<file path="src/rtl/serial_fa_sequencer.sv">
// Bit-serial adder controller: streams operand bit pairs LSB-first to an external
// 1-bit full adder and assembles its sum. Optional subtract mode: SERIAL_FA_SUB_EN.
module serial_fa_sequencer #(
    parameter int unsigned WIDTH = 8
) (
    input  logic             clk,
    input  logic             rst_n,
    input  logic             start,
    input  logic [WIDTH-1:0] a_in,
    input  logic [WIDTH-1:0] b_in,
    input  logic             cin,
`ifdef SERIAL_FA_SUB_EN
    input  logic             sub,
`endif
    output logic             busy,
    output logic             done,
    output logic [WIDTH-1:0] sum_out,
    output logic             cout_out,
    output logic             fa_a,
    output logic             fa_b,
    output logic             fa_c,
    input  logic             fa_sum,
    input  logic             fa_cout
);

    localparam int unsigned CNT_W = (WIDTH > 2) ? $clog2(WIDTH) : 1;

    typedef enum logic [1:0] {
        ST_IDLE = 2'd0,
        ST_RUN  = 2'd1,
        ST_DONE = 2'd2
    } state_t;

    state_t           r_state;
    logic [WIDTH-1:0] r_a_sh;
    logic [WIDTH-1:0] r_b_sh;
    logic [WIDTH-1:0] r_s_sh;
    logic             r_carry;
    logic [CNT_W-1:0] r_cnt;
    logic             r_busy;
    logic             r_done;
    logic [WIDTH-1:0] r_sum;
    logic             r_cout;

    logic [WIDTH-1:0] w_b_load;
    logic             w_c_load;
    logic [WIDTH-1:0] w_s_next;
    logic             w_unused_lsb;

    // Operand B and initial carry as loaded; subtract is A + ~B + 1
`ifdef SERIAL_FA_SUB_EN
    assign w_b_load = sub ? ~b_in : b_in;
    assign w_c_load = sub ? 1'b1  : cin;
`else
    assign w_b_load = b_in;
    assign w_c_load = cin;
`endif

    assign w_s_next     = {fa_sum, r_s_sh[WIDTH-1:1]};
    assign w_unused_lsb = r_s_sh[0];

    always_ff @(posedge clk or negedge rst_n) begin
        if (!rst_n) begin
            r_state <= ST_IDLE;
            r_a_sh  <= '0;
            r_b_sh  <= '0;
            r_s_sh  <= '0;
            r_carry <= 1'b0;
            r_cnt   <= '0;
            r_busy  <= 1'b0;
            r_done  <= 1'b0;
            r_sum   <= '0;
            r_cout  <= 1'b0;
        end else begin
            case (r_state)
                ST_IDLE: begin
                    r_done <= 1'b0;
                    if (start) begin
                        r_a_sh  <= a_in;
                        r_b_sh  <= w_b_load;
                        r_carry <= w_c_load;
                        r_cnt   <= '0;
                        r_s_sh  <= '0;
                        r_busy  <= 1'b1;
                        r_state <= ST_RUN;
                    end
                end
                ST_RUN: begin
                    r_a_sh  <= {1'b0, r_a_sh[WIDTH-1:1]};
                    r_b_sh  <= {1'b0, r_b_sh[WIDTH-1:1]};
                    r_s_sh  <= w_s_next;
                    r_carry <= fa_cout;
                    r_cnt   <= r_cnt + CNT_W'(1);
                    // Final bit: capture result and carry-out from the cell
                    if (r_cnt == CNT_W'(WIDTH - 1)) begin
                        r_sum   <= w_s_next;
                        r_cout  <= fa_cout;
                        r_busy  <= 1'b0;
                        r_done  <= 1'b1;
                        r_state <= ST_DONE;
                    end
                end
                ST_DONE: begin
                    r_done  <= 1'b0;
                    r_state <= ST_IDLE;
                end
                default: begin
                    r_busy  <= 1'b0;
                    r_done  <= 1'b0;
                    r_state <= ST_IDLE;
                end
            endcase
        end
    end

    // Cell inputs come from registers only; gated to zero outside RUN
    assign fa_a     = r_busy & r_a_sh[0];
    assign fa_b     = r_busy & r_b_sh[0];
    assign fa_c     = r_busy & r_carry;

    assign busy     = r_busy;
    assign done     = r_done;
    assign sum_out  = r_sum;
    assign cout_out = r_cout;

endmodule
</file>
<file path="config.mk">
export PLATFORM = sky130hd
export DESIGN_NAME = serial_fa_sequencer
export DESIGN_NICKNAME = d
export VERILOG_FILES = /design/src/rtl/serial_fa_sequencer.sv
export SDC_FILE = /design/constraint.sdc
export NUM_CORES = 1
export LEC_CHECK = 0
export ABC_AREA = 1
export CORE_MARGIN = 1
export CORE_UTILIZATION = 46
export DETAILED_ROUTE_END_ITERATION = 8
export PLACE_DENSITY = 0.81
export SETUP_SLACK_MARGIN = 0.02
export SYNTH_ARGS = -nofsm -noshare
export SYNTH_HDL_FRONTEND = slang
export SYNTH_SLANG_ARGS = --single-unit
</file>
<file path="constraint.sdc">
create_clock -name clk -period 1.25 [get_ports clk]
set_input_delay 0.1875 -clock clk [delete_from_list [all_inputs] [get_ports clk]]
set_output_delay 0.1875 -clock clk [all_outputs]
set_load 0.005 [all_outputs]
</file>
### Word level (Yosys, flattened, before mapping)

Index checks and enable logic that the tools add are counted.
W data, S select, Z words.

| operators by class | value |
|---|---|
| add/sub/neg operators | 1 |
| reductions and logical operators | 6 |
| equality and inequality tests | 5 |
| bitwise logic cells | 4 |
| multiplexer cells | 18 |

Operator list:

| kind | number |
|---|---|
| $pmux W8 S2 | 3 |
| $mux W8 | 3 |
| $pmux W3 S2 | 1 |
| $reduce_and A2 Y1 | 3 |
| $mux W1 | 5 |
| $mux W2 | 2 |
| $ne A2 B2 Y1 const B | 2 |
| $pmux W2 S2 | 1 |
| $add A3 B1 Y3 const B | 1 |
| $and A1 B1 Y1 | 3 |
| $eq A3 B3 Y1 const B | 1 |
| $mux W3 | 1 |
| $pmux W1 S3 | 1 |
| $reduce_and A3 Y1 | 1 |
| $eq A2 B1 Y1 const B | 1 |
| $eq A2 B2 Y1 const B | 1 |
| $logic_not A2 Y1 | 1 |
| $pmux W1 S2 | 1 |
| $reduce_bool A2 Y1 | 1 |
| $not A1 Y1 | 1 |

| storage, ports and cells | value |
|---|---|
| bits in registers | 41 |
| input port bits | 22 |
| word-level logic and storage cells | 44 |
| output and inout port bits | 14 |

### Logic depth before layout (Yosys ltp)

| logic depth | value |
|---|---|
| depth in word-level cells | 3 |
| mapped depth | 7 |
| mapped depth without buffers | 6 |

### Least setup slack after synthesis

No wires, ideal clock.

| path | value |
|---|---|
| path kind | register -> register |
| start | register r_cnt[0] |
| end | register r_sum[1], in the netlist sum_out[1] |
| cell stages (with the launch flop) | 7 |
| path buffers | 1 |
| required time | 1.176 ns |
| slack | -0.017 ns |
| clock period less this slack | 1.267 ns |
| setup time | 0.074 ns |
| data arrival time | 1.193 ns |
| cell sequence | dfrtp_1 ha_1 ha_1 nand2_4 buf_6 nand2_1 o21ai_2 |

| on the way | value |
|---|---|
| cells in the longest elaborated chain, start to end | 2 |

Ends and longest elaborated chain:

| element | line | RTL |
|---|---|---|
| from (decl) | 39 | `logic [CNT_W-1:0] r_cnt;` |
| from (signal assigned) | 93 | `r_cnt <= r_cnt + CNT_W'(1);` |
| $eq A3 B3 Y1 | 95 | `if (r_cnt == CNT_W'(WIDTH - 1)) begin` |
| $reduce_and A2 Y1 (no source line) | n/a |  |
| to (signal assigned) | 96 | `r_sum <= w_s_next;` |
| to (decl) | 42 | `logic [WIDTH-1:0] r_sum;` |

Every way passes these cells.
A chain may end at the register's enable or synchronous reset.

### Worst setup path after layout

| path | value |
|---|---|
| start | register r_busy, in the netlist busy |
| end | output fa_a |

| on the way | value |
|---|---|
| cells in the longest elaborated chain, start to end | 1 |

Ends and longest elaborated chain:

| element | line | RTL |
|---|---|---|
| from (decl) | 40 | `logic r_busy;` |
| from (signal assigned) | 70 | `r_busy <= 1'b0;` |
| from (signal assigned) | 84 | `r_busy <= 1'b1;` |
| from (signal assigned) | 98 | `r_busy <= 1'b0;` |
| $and A1 B1 Y1 | 117 | `assign fa_a = r_busy & r_a_sh[0];` |
| to (decl) | 19 | `output logic fa_a,` |

Every way passes these cells.

==> flow_summary.yaml <==
logic_synthesis:
  synth_xor_area_frac: 0
  synth_nets: 251
  synthMuxAreaShare: 0
  netlist_area_mm2: 0.00194
  synthSimpleGateAreaFrac: 0.272
  ys_ff_latch: 40
  synth_top_family_by_area: "simple AND/OR/NAND/NOR gates"
  synth_fa_ha_area_frac: 0.0129
  synth-compound-area-share: 0.0670
  seq_area_frac_synth: 0.515
  ys_warn_count: 0
  syn_inst: 227
  synth_area_per_cell_um2: 8.55
  synth_cell_types: 22
floorplan:
  core.rowCount: 23
  pin_count: 36
  die_h_um: 67.0
  start_util: 0.482
  core-area_mm2: 0.00403
  die_area_mm2: 0.00448
  fp.dieW_um: 67.0
grt:
  first_global_vias: 1560
  grt_overflow_total: 0
  grt_first_pass_wirelength_um: 6950
  grt_max_degree: 41
  track_usage: 0.211
  antenna_found_initial: 0
power_and_ir_drop:
  pwr-share-seq: 0.379
  powerDensity_mw_per_mm2: 2310
  p_leak_nw: 1.35
  p_int_w: 0.00368
  switchingPower_w: 0.00232
  switching_share: 0.387
  max-vdd-ir-drop_mv: 1.19
  power_frac_comb: 0.470
  power_frac_clock: 0.151
setup_path:
  worstSetupStartpointType: "register"
  crit_required_ns: 1.06
  crit_slowest_cell: "dfrtp_1"
  crit_type: "reg2out"
  slowest_delay_ns: 0.42
  r2r_slack_ns: 0.06
  endpoint_kind: "output port"
  arrival_ns: 1.05
  worstPathMaxFanout: 4
  worstPathCellList: "buf_4 -> nand2_2 -> inv_1 -> buf_2"
layout:
  fillers: 327
  nets: 304
  area_growth_pct: 33.9
  drive_gt1_frac: 0.231
  fin_cells: 331
  antenna_cells: 0
  postLayoutCellArea_mm2: 0.00260
  multi_input_area_um2: 732
  seqCellArea_mm2: 0.00100
route:
  drtAntennaViolNets: 0
  firstDrtPassIters: 4
  post_drt_wl_per_cell_um: 12.8
  vias: 1631
  drc: 0
  viasPerCell: 4.93
  drt_iter0_drc: 147
  wl_um: 4220
clocking:
  cts_sinks: 40
  cts_buffers: 5
  cts_tree: "done"
  cts_root_buffer: "clkbuf_8"
  path_clk_slew_ns: 0.08
  clockBufferDepth: 2
  clk_latency_ns: 0.30
  cts_max_level: 2
sta:
  post-route-period-util: 0.988
  drv_slew: 0
  min_period_ns: 1.24
  setup_viol: 0
  rsz0062_at_grt: "yes"
  slew_headroom: 0.853
  finalHoldViolations: 0
  fmax_mhz: 810
  worstMarginPinSlew_ns: 0.220
  skew_ns: 0.0117
  holdWs_ns: 0.383
worst_hold_path:
  hold_class: "in2async"
run:
  max_cap_violations: 0
status:
  status: "finished, final reports clean"
place:
  hpwl_um: 2830
  placedInstanceArea_mm2: 0.00244
  portBuffers: 35
  gp_congestion: 0.794
  dp_cells: 318
## worst max-delay path, delay by kind of cell (launching register included)
kind	cells	cell delay, ns
buffers and inverters	3	0.29
and+or+nand+nor	1	0.05
DFF	1	0.42
## per-layer routing
metal  vias up  wire length [um]  track usage
li1        811                 -            -
met1       766              1860        0.274
met2        46              2100        0.337
met3         8               195       0.0479
met4         0                64       0.0824
met5         -                 0            0
## cells in the mapped netlist, drive strengths merged
cell | n | area [um2]
o22ai | 1 | 6.26
o21ai | 17 | 115
dfrtp | 40 | 1000
a21oi | 1 | 8.76
nand3 | 45 | 225
nand2 | 59 | 246
nand4 | 2 | 12.5
ha | 2 | 25.0
buf | 11 | 108
nor2 | 9 | 43.8
inv | 39 | 146
clkbuf | 1 | 3.75
## cell type report
| cell class | count | share of cell area |
|---|---|---|
| multi-input combinational | 136 | 0.282 |
| timing repair buffer | 58 | 0.215 |
| inverter | 39 | 0.0563 |
| clock buffer | 6 | 0.0318 |
| clock inverter | 2 | 0.00577 |
| tap | 50 | 0.0241 |
| sequential | 40 | 0.386 |
## stage by stage
step | power, W | TNS, ns | worst slack [ns] | util
3_5_place_dp | 0.00501 | -0.335 | -0.0447 | 0.605
3_3_place_gp | 0.00490 | -0.0434 | -0.0117 | 0.605
6_report | 0.00600 | 0 | 0.0150 | 0.645
2_1_floorplan | 0.00394 | 0 | 0.0299 | -
4_1_cts | 0.00591 | -0.0580 | -0.0580 | 0.639
5_1_grt | 0.00653 | -0.0378 | -0.0331 | 0.645
## repair_timing
| action | CTS | global route |
|---|---|---|
| setup endpoints to repair | 17 | 14 |
| hold endpoints to repair | 40 | 0 |
| buffers inserted | 4 | 0 |
| hold buffers | 1 | 0 |
| pin swaps | 1 | 3 |
| resized for setup | 23 | 17 |
## power groups by stage
stage | Combinational (W) | Sequential [W] | Clock, W
2_1_floorplan | 0.00175 | 0.00219 | 0
3_3_place_gp | 0.00265 | 0.00224 | 0
3_5_place_dp | 0.00275 | 0.00226 | 0
4_1_cts | 0.00276 | 0.00223 | 0.000924
5_1_grt | 0.00319 | 0.00235 | 0.000994
6_report | 0.00282 | 0.00228 | 0.000907
## cell usage in the layout (no fill, tap or decap), types with 2 or more instances in the layout
cell / count
nand2_1: 48
nand3_1: 45
dfrtp_1: 38
inv_1: 36
clkdlybuf4s50_1: 20
buf_4: 15
dlygate4sd2_1: 10
nand2_2: 8
o21ai_2: 8
nor2_1: 6
o21ai_1: 6
clkbuf_8: 6
buf_12: 5
inv_2: 3
o21ai_0: 3
clkbuf_2: 3
nor2_4: 2
nand2_4: 2
nand4_1: 2
clkinvlp_4: 2
buf_2: 2
buf_6: 2
dfrtp_2: 2
## kinds of logic after synthesis
kind of cell,Yosys count
AO/OA/AOI/OAI,19
adder cells (fa/ha/maj),2
buffers and inverters,51
flip-flops,40
AND/OR/NAND/NOR,115
## path summary, 6_finish.rpt
kind                              end       start  cells past startpoint
max in group asynchronous  r_state[1]       rst_n                      3
max                              fa_a        busy                      4
max reg2reg                sum_out[1]    r_cnt[0]                      6
min reg2reg                sum_out[3]  sum_out[3]                      2
min in group clk            r_a_sh[7]     a_in[7]                      3
min                          cout_out       rst_n                      3
## state kept, by name, indices dropped and copies added (netlist names)
register and count:
r_cnt 3, r_b_sh 8, busy 1, r_a_sh 8, done 1, cout_out 1, sum_out 8, r_s_sh 7
r_carry 1, r_state 2
Note: power is estimated with default switching activity, not from simulation.
